### config.mk
export PLATFORM = sky130hd
export DESIGN_NAME = iob_plic_core_flat
export DESIGN_NICKNAME = d
export VERILOG_FILES = /design/src/rtl/iob_plic_pkg.sv /design/src/rtl/iob_plic_if.sv /design/src/rtl/iob_plic_target.sv /design/src/rtl/iob_plic_core.sv /design/src/flat_wrapper.sv
export SDC_FILE = /design/constraint.sdc
export NUM_CORES = 1
export LEC_CHECK = 0
export CORE_MARGIN = 1
export CORE_UTILIZATION = 40
export CTS_CLUSTER_DIAMETER = 150
export DETAILED_ROUTE_END_ITERATION = 10
export HOLD_SLACK_MARGIN = 0.03
export PLACE_DENSITY = 0.66
export SLEW_MARGIN = 20
export SYNTH_ARGS = -nofsm -noshare
export SYNTH_HDL_FRONTEND = slang
export SYNTH_SLANG_ARGS = --single-unit
### constraint.sdc
create_clock -name clk -period 11.5 [get_ports clk]
set_input_delay 2.3 -clock clk [delete_from_list [all_inputs] [get_ports clk]]
set_output_delay 2.3 -clock clk [all_outputs]
set_load 0.01 [all_outputs]
### src/rtl/iob_plic_pkg.sv
// iob_plic_pkg: register offsets, width helpers and the "no interrupt" ID shared by the PLIC files.
// Latency: none (declarations only); backpressure: not applicable.
package iob_plic_pkg;

  localparam logic [11:0] CONFIG_OFF  = 12'h000;
  localparam logic [11:0] PRIO_OFF    = 12'h100;
  localparam logic [11:0] PENDING_OFF = 12'h200;
  localparam logic [11:0] ENABLE_OFF  = 12'h300;
  localparam logic [11:0] THRESH_OFF  = 12'h400;
  localparam logic [11:0] CLAIM_OFF   = 12'h500;

  localparam int ID_NONE = 0;

  function automatic int pw_f(input int priorities);
    return (priorities <= 2) ? 1 : $clog2(priorities);
  endfunction

  function automatic int cnt_w_f(input int max_count);
    return (max_count <= 1) ? 1 : $clog2(max_count + 1);
  endfunction

  function automatic int id_w_f(input int sources);
    return $clog2(sources + 1);
  endfunction

endpackage

### src/rtl/iob_plic_if.sv
// iob_plic_if: IOb native bus request/response bundle between the CPU side and the PLIC.
// Latency: ready one cycle after valid; backpressure: none, slave always accepts.
interface iob_plic_if #(
  parameter int ADDR_W = 16,
  parameter int DATA_W = 32
) ();
  logic                valid;
  logic [ADDR_W-1:0]   address;
  logic [DATA_W-1:0]   wdata;
  logic [DATA_W/8-1:0] wstrb;
  logic [DATA_W-1:0]   rdata;
  logic                ready;

  modport master (output valid, address, wdata, wstrb, input rdata, ready);
  modport slave  (input valid, address, wdata, wstrb, output rdata, ready);
endinterface

### src/rtl/iob_plic_target.sv
// iob_plic_target: per-target arbiter, highest priority above threshold wins, lowest ID on ties.
// Latency: best_id combinational, irq registered one cycle; backpressure: none.
module iob_plic_target
  import iob_plic_pkg::*;
#(
  parameter int SOURCES = 8,
  parameter int PW      = 3,
  parameter int IDW     = 4
) (
  input  logic                       clk,
  input  logic                       rst,
  input  logic [SOURCES-1:0]         eligible,
  input  logic [SOURCES-1:0][PW-1:0] prio,
  input  logic [SOURCES-1:0]         enable,
  input  logic [PW-1:0]              threshold,
  output logic [IDW-1:0]             best_id,
  output logic                       irq
);

  logic [SOURCES-1:0] cand;
  logic [PW-1:0]      best_prio;

  // Ascending scan with a strict compare keeps the lowest ID among equal priorities.
  always_comb begin
    cand      = '0;
    best_id   = IDW'(ID_NONE);
    best_prio = '0;
    for (int i = 0; i < SOURCES; i++) begin
      cand[i] = eligible[i] & enable[i] & (prio[i] > threshold);
      if (cand[i] && (best_id == IDW'(ID_NONE) || prio[i] > best_prio)) begin
        best_id   = IDW'(i + 1);
        best_prio = prio[i];
      end
    end
  end

  always_ff @(posedge clk or negedge rst) begin
    if (!rst) irq <= 1'b0;
    else      irq <= |cand;
  end

endmodule

### src/rtl/iob_plic_core.sv
// iob_plic_core: PLIC with edge gateways, claim/complete and per-target arbitration; IOB_PLIC_PEND_COUNT_EN selects pending counters over pending bits.
// Latency: bus ready/rdata one cycle after valid, irq one cycle after candidate change; backpressure: none.
module iob_plic_core
  import iob_plic_pkg::*;
#(
  parameter int ADDR_W            = 16,
  parameter int DATA_W            = 32,
  parameter int SOURCES           = 8,
  parameter int TARGETS           = 2,
  parameter int PRIORITIES        = 8,
  parameter int MAX_PENDING_COUNT = 8,
  parameter int HAS_THRESHOLD     = 1,
  parameter int HAS_CONFIG_REG    = 1
) (
  input  logic               clk,
  input  logic               rst,
  iob_plic_if.slave          bus,
  input  logic [SOURCES-1:0] src,
  output logic [TARGETS-1:0] irq
);

  localparam int PW = pw_f(PRIORITIES);
`ifdef IOB_PLIC_PEND_COUNT_EN
  localparam int EFF_MAX = MAX_PENDING_COUNT;
`else
  localparam int EFF_MAX = 1;
`endif
  localparam int CW  = cnt_w_f(EFF_MAX);
  localparam int IDW = id_w_f(SOURCES);
  localparam logic [31:0] CFG_WORD = (HAS_CONFIG_REG != 0) ?
    {(HAS_THRESHOLD != 0), 7'(EFF_MAX), 8'(PRIORITIES), 8'(TARGETS), 8'(SOURCES)} : 32'h0;

  logic [SOURCES-1:0][PW-1:0]  prio;
  logic [TARGETS-1:0][SOURCES-1:0] en;
  logic [TARGETS-1:0][PW-1:0]  thr;
  logic [SOURCES-1:0][CW-1:0]  count;
  logic [SOURCES-1:0]          inservice, src_q, rise, pend, eligible, claim_hit, cmp_hit;
  logic [TARGETS-1:0][IDW-1:0] best_id;
  logic [IDW-1:0]              claim_id;
  logic [DATA_W-1:0]           rd_mux;

  logic       hi_zero, rd, wr;
  logic [3:0] pg;
  logic [5:0] idx;
  logic       sel_cfg, sel_prio, sel_pend, sel_en, sel_thr, sel_clm;
  logic       unused_addr;

  assign hi_zero     = (bus.address[ADDR_W-1:12] == '0);
  assign pg          = bus.address[11:8];
  assign idx         = bus.address[7:2];
  assign unused_addr = ^bus.address[1:0];
  assign rd          = bus.valid & ~|bus.wstrb;
  assign wr          = bus.valid & |bus.wstrb;

  assign sel_cfg  = hi_zero && pg == CONFIG_OFF[11:8]  && idx == '0;
  assign sel_prio = hi_zero && pg == PRIO_OFF[11:8]    && 32'(idx) < SOURCES;
  assign sel_pend = hi_zero && pg == PENDING_OFF[11:8] && idx == '0;
  assign sel_en   = hi_zero && pg == ENABLE_OFF[11:8]  && 32'(idx) < TARGETS;
  assign sel_thr  = hi_zero && pg == THRESH_OFF[11:8]  && 32'(idx) < TARGETS;
  assign sel_clm  = hi_zero && pg == CLAIM_OFF[11:8]   && 32'(idx) < TARGETS;

  always_comb begin
    claim_id = IDW'(ID_NONE);
    if (rd && sel_clm)
      for (int t = 0; t < TARGETS; t++)
        if (32'(idx) == t) claim_id = best_id[t];
  end

  always_comb begin
    rise      = src & ~src_q;
    pend      = '0;
    eligible  = '0;
    claim_hit = '0;
    cmp_hit   = '0;
    for (int i = 0; i < SOURCES; i++) begin
      pend[i]      = (count[i] != '0);
      eligible[i]  = pend[i] & ~inservice[i] & (prio[i] != '0);
      claim_hit[i] = (claim_id == IDW'(i + 1));
      cmp_hit[i]   = wr && sel_clm && (bus.wdata == DATA_W'(i + 1)) && inservice[i];
    end
  end

  always_comb begin
    rd_mux = '0;
    if (sel_cfg) rd_mux = CFG_WORD;
    else if (sel_pend) rd_mux = DATA_W'(pend);
    else if (sel_clm) rd_mux = DATA_W'(claim_id);
    else begin
      for (int i = 0; i < SOURCES; i++)
        if (sel_prio && 32'(idx) == i) rd_mux = DATA_W'(prio[i]);
      for (int t = 0; t < TARGETS; t++) begin
        if (sel_en && 32'(idx) == t)  rd_mux = DATA_W'(en[t]);
        if (sel_thr && 32'(idx) == t) rd_mux = DATA_W'(thr[t]);
      end
    end
  end

  always_ff @(posedge clk or negedge rst) begin
    if (!rst) begin
      bus.ready <= 1'b0;
      bus.rdata <= '0;
      prio      <= '0;
      en        <= '0;
      thr       <= '0;
      count     <= '0;
      inservice <= '0;
      src_q     <= '0;
    end else begin
      bus.ready <= bus.valid;
      bus.rdata <= rd ? rd_mux : '0;
      src_q     <= src;
      if (wr) begin
        for (int i = 0; i < SOURCES; i++)
          if (sel_prio && 32'(idx) == i) prio[i] <= bus.wdata[PW-1:0];
        for (int t = 0; t < TARGETS; t++) begin
          if (sel_en && 32'(idx) == t) en[t] <= bus.wdata[SOURCES-1:0];
          if (HAS_THRESHOLD != 0 && sel_thr && 32'(idx) == t) thr[t] <= bus.wdata[PW-1:0];
        end
      end
      for (int i = 0; i < SOURCES; i++) begin
        if (claim_hit[i])    inservice[i] <= 1'b1;
        else if (cmp_hit[i]) inservice[i] <= 1'b0;
        // Edge and claim in the same cycle cancel, which also holds a saturated count.
        if (rise[i] && !claim_hit[i]) begin
          if (count[i] != CW'(EFF_MAX)) count[i] <= count[i] + 1'b1;
        end else if (claim_hit[i] && !rise[i]) begin
          count[i] <= count[i] - 1'b1;
        end
      end
    end
  end

  for (genvar t = 0; t < TARGETS; t++) begin : g_tgt
    iob_plic_target #(
      .SOURCES (SOURCES),
      .PW      (PW),
      .IDW     (IDW)
    ) u_tgt (
      .clk       (clk),
      .rst       (rst),
      .eligible  (eligible),
      .prio      (prio),
      .enable    (en[t]),
      .threshold (thr[t]),
      .best_id   (best_id[t]),
      .irq       (irq[t])
    );
  end

endmodule

### src/flat_wrapper.sv
// flat-port wrapper written by rule: the top's interface ports become plain ports
module iob_plic_core_flat import iob_plic_pkg::*;
#(
  parameter int ADDR_W            = 16,
  parameter int DATA_W            = 32,
  parameter int SOURCES           = 8,
  parameter int TARGETS           = 2,
  parameter int PRIORITIES        = 8,
  parameter int MAX_PENDING_COUNT = 8,
  parameter int HAS_THRESHOLD     = 1,
  parameter int HAS_CONFIG_REG    = 1
)
  (clk, rst, src, irq, bus_valid, bus_address, bus_wdata, bus_wstrb, bus_rdata, bus_ready);
  iob_plic_if #(.ADDR_W(ADDR_W), .DATA_W(DATA_W)) bus_i ();
  input  logic clk;
  input  logic rst;
  input  logic [SOURCES-1:0] src;
  output logic [TARGETS-1:0] irq;
  input wire logic [$bits(bus_i.valid)-1:0] bus_valid;
  input wire logic [$bits(bus_i.address)-1:0] bus_address;
  input wire logic [$bits(bus_i.wdata)-1:0] bus_wdata;
  input wire logic [$bits(bus_i.wstrb)-1:0] bus_wstrb;
  output wire logic [$bits(bus_i.rdata)-1:0] bus_rdata;
  output wire logic [$bits(bus_i.ready)-1:0] bus_ready;
  assign bus_i.valid = bus_valid;
  assign bus_i.address = bus_address;
  assign bus_i.wdata = bus_wdata;
  assign bus_i.wstrb = bus_wstrb;
  assign bus_rdata = bus_i.rdata;
  assign bus_ready = bus_i.ready;
  iob_plic_core #(.ADDR_W(ADDR_W), .DATA_W(DATA_W), .SOURCES(SOURCES), .TARGETS(TARGETS), .PRIORITIES(PRIORITIES), .MAX_PENDING_COUNT(MAX_PENDING_COUNT), .HAS_THRESHOLD(HAS_THRESHOLD), .HAS_CONFIG_REG(HAS_CONFIG_REG)) u_core (.clk(clk), .rst(rst), .bus(bus_i), .src(src), .irq(irq));
endmodule
==> flow_summary.yaml <==
run_status:
  outcome: "completed"
hold_path:
  hp-start: "u_core.count[7]"
  hold_depth: 1
  hold_path_end: "u_core.count[7]"
  hold_path.class: "flop to flop"
worst_setup_path:
  critPathLaunchType: "flop"
  critPathSlowestCell: "dfrtp_1"
  r2r-end: "u_core.count[5]"
  timing.reg2reg.setup_slack_ps: 150
  crit_type: "flop to flop"
  crit_start: "u_core.prio[1]"
  r2r_start: "u_core.prio[1]"
  max_stage_delay_ps: 410
  required_ps: 11720
  cp_data_arrival_time_ps: 11570
  worst_path_most_repeated_cell: "ha_4"
  end_kind: "flop"
  rr_worst_depth: 58
  critical_path.max_fanout: 4
grt:
  met1_usage: 0.335
  met2_usage: 0.404
  grt.busiest_layer: "met2"
  antenna_found_initial: 0
  grt_pass1_vias: 6614
  grt_pass1_wl_mm: 35.3
  track_usage: 0.250
  grt_overflow: 0
  grt_use_met3: 0.0411
  grt_start_max_net_pins: 83
clocking:
  cts_tree: "built"
  clockRootBuffer: "clkbuf_16"
  clk_latency_ps: 340
  clock_sinks: 82
  cts_inserted_buffers: 9
  path_clk_slew_ps: 60
  clockBufferDepth: 2
  cts.htree.levels: 3
  cts_hold_buf: 0
floorplan:
  die_w_um: 137
  die_h_um: 137
  start_util: 0.414
  die_area_sq_um: 18700
  core_area_sq_um: 17500
  num_rows: 48
  num_io_pins: 98
logic_synthesis:
  synthArstFlopShare: 1.00
  ys_seq_elements: 82
  synth_flop_cell: "dfrtp_1"
  synthTopCellsByArea: "dfrtp_1 (28%), ha_1 (16%), mux2_2 (8.5%)"
  ys_warn_count: 0
  synth_top_area_cell: "dfrtp_1"
  synth_edf_count: 0
  netlist_instances: 813
  syn_avg_cell_area_sq_um: 8.93
  synth-seq-area-share: 0.283
  synth_top_area_share: 0.283
  synthDistinctLibCells: 72
  syn-cell-area_sq_um: 7260
job:
  maxCapViolCount: 0
power:
  pwr_density_cell_nw_per_um2: 65.8
  vdd_drop_max_uv: 68.1
  p_total_w: 0.000648
  p_leak_nw: 4.27
cells_and_area:
  num_antenna_cells: 0
  mostFrequentLayoutCells: "buf_4 (95), dfrtp_1 (82), ha_1 (74), clkdlybuf4s50_1 (74), nor2_1 (52)"
  area_delta_synth_final_pct: 35.6
  nNetsFinal: 1131
  layout_commonest_cell: "buf_4"
  drive_gt1_frac: 0.292
  fin_util: 0.561
detailed_routing:
  drt-pass1-iter-count: 5
  wl_per_cell_um: 19.6
  wirelength_mm: 23.6
  drc: 0
  ant_nets: 0
  drt_iter0_markers: 582
  avgViaCountPerCell: 5.91
  vias: 7108
timing:
  tightest_slew_ps: 959
  setup_viol_count_final: 0
  finalSetupTns_ps: 0
  fmax_mhz: 88.1
  finalHoldViolCount: 0
  maxSlewHeadroom: 0.359
  slew_violations: 0
  fin_skew_ps: 5.57
  rsz0062_at_grt: "yes"
  hold_slack_ps: 518
  period_needed_ps: 11350
  post-route-period-util: 0.987
place:
  portBuffers: 75
  place.gp.congestion: 0.942
  dpl.hpwl_mm: 17.2
[Yosys cell counts (3+ instances only)]
| library cell | instances |
|---|---|
| a211oi_1 | 3 |
| nand4_1 | 6 |
| and4_1 | 3 |
| a21oi_1 | 44 |
| or4_1 | 6 |
| or3_1 | 11 |
| buf_4 | 26 |
| inv_1 | 48 |
| a31oi_1 | 11 |
| ha_1 | 95 |
| o311ai_0 | 3 |
| nand4b_1 | 4 |
| nand3_1 | 39 |
| o2111ai_1 | 3 |
| nor2b_1 | 32 |
| buf_2 | 3 |
| clkbuf_1 | 10 |
| o21ai_0 | 46 |
| and2_1 | 7 |
| nand2b_1 | 9 |
| a32oi_1 | 6 |
| nand2_1 | 49 |
| dfrtp_1 | 82 |
| o21a_1 | 9 |
| nor3_1 | 27 |
| nor2_1 | 57 |
| o22ai_1 | 5 |
| o211ai_1 | 3 |
| nor4_1 | 11 |
| nor3b_1 | 5 |
| a21o_1 | 15 |
| a221oi_1 | 5 |
| o21ai_1 | 3 |
| a222oi_1 | 6 |
| or2_2 | 4 |
| mux2_2 | 55 |
| mux2i_1 | 15 |
[sequential cells by signal, summed over array words and instances, names as in the netlist]
name,flops
u_core.bus.rdata,9
u_core.bus.ready,1
u_core.count,8
u_core.en,16
u_core.g_tgt.u_tgt.irq,2
u_core.inservice,8
u_core.prio,24
u_core.src_q,8
u_core.thr,6
[kinds of logic after synthesis]
| group | count (synthesis) | share of synthesized area |
|---|---|---|
| flip-flops | 82 | 0.283 |
| AND/OR/NAND/NOR | 279 | 0.200 |
| buffers and inverters | 90 | 0.0607 |
| multiplexers | 70 | 0.106 |
| other | 1 | 0.000517 |
| adder cells (fa/ha/maj) | 95 | 0.164 |
| AO/OA/AOI/OAI | 196 | 0.187 |
[how the worst max path moves through the flow]
stage                      end  cells past startpoint
2_1_floorplan  u_core.count[5]                     59
3_3_place_gp   u_core.count[5]                     58
3_5_place_dp   u_core.count[5]                     59
4_1_cts        u_core.count[5]                     59
5_1_grt        u_core.count[5]                     62
6_report       u_core.count[5]                     58
[critical path: cells and delay by family, from the launching register on]
| family | cells | cell delay [ps] |
|---|---|---|
| fa+ha+maj | 9 | 2310 |
| simple gates | 15 | 2510 |
| compound gates | 26 | 4290 |
| mux | 5 | 1340 |
| buf+inv | 3 | 390 |
| flops | 1 | 410 |
[layout make-up]
cell class,count,area [sq um]
sequential,82,2050
inverter,48,180
timing repair buffer,172,1490
clock inverter,6,66.3
clock buffer,10,229
tap,225,282
multi-input combinational,660,5540
fill,1567,7700
[repair_timing]
action	CTS	global route
setup buffers	2	29
endpoints found under the setup margin	13	20
pin swaps	5	60
resized for setup	21	120
[per-stage QoR]
| step | worst slack, ps | std cells | area (sq um) |
|---|---|---|---|
| after CTS | 16.8 | 1174 | 8980 |
| after global routing | -353 | 1203 | 9840 |
| final | 154 | 1203 | 9840 |
| after floorplan | 122 | 832 | 7330 |
| after detailed placement | -447 | 1156 | 8600 |
| after global placement | -180 | 1156 | 8600 |
[per-layer routing]
layer	wire, um	share of wire
met1	10000	0.42
met5	0	0
met2	11100	0.47
met4	675	0.029
met3	1790	0.076
[power by group]
part	switching [W]	total [W]	internal [W]
combinational	0.0000316	0.0000615	0.0000299
clock	0.000118	0.000286	0.000169
sequential	0.00000510	0.000300	0.000295
Power figures use the tool's default switching activity.
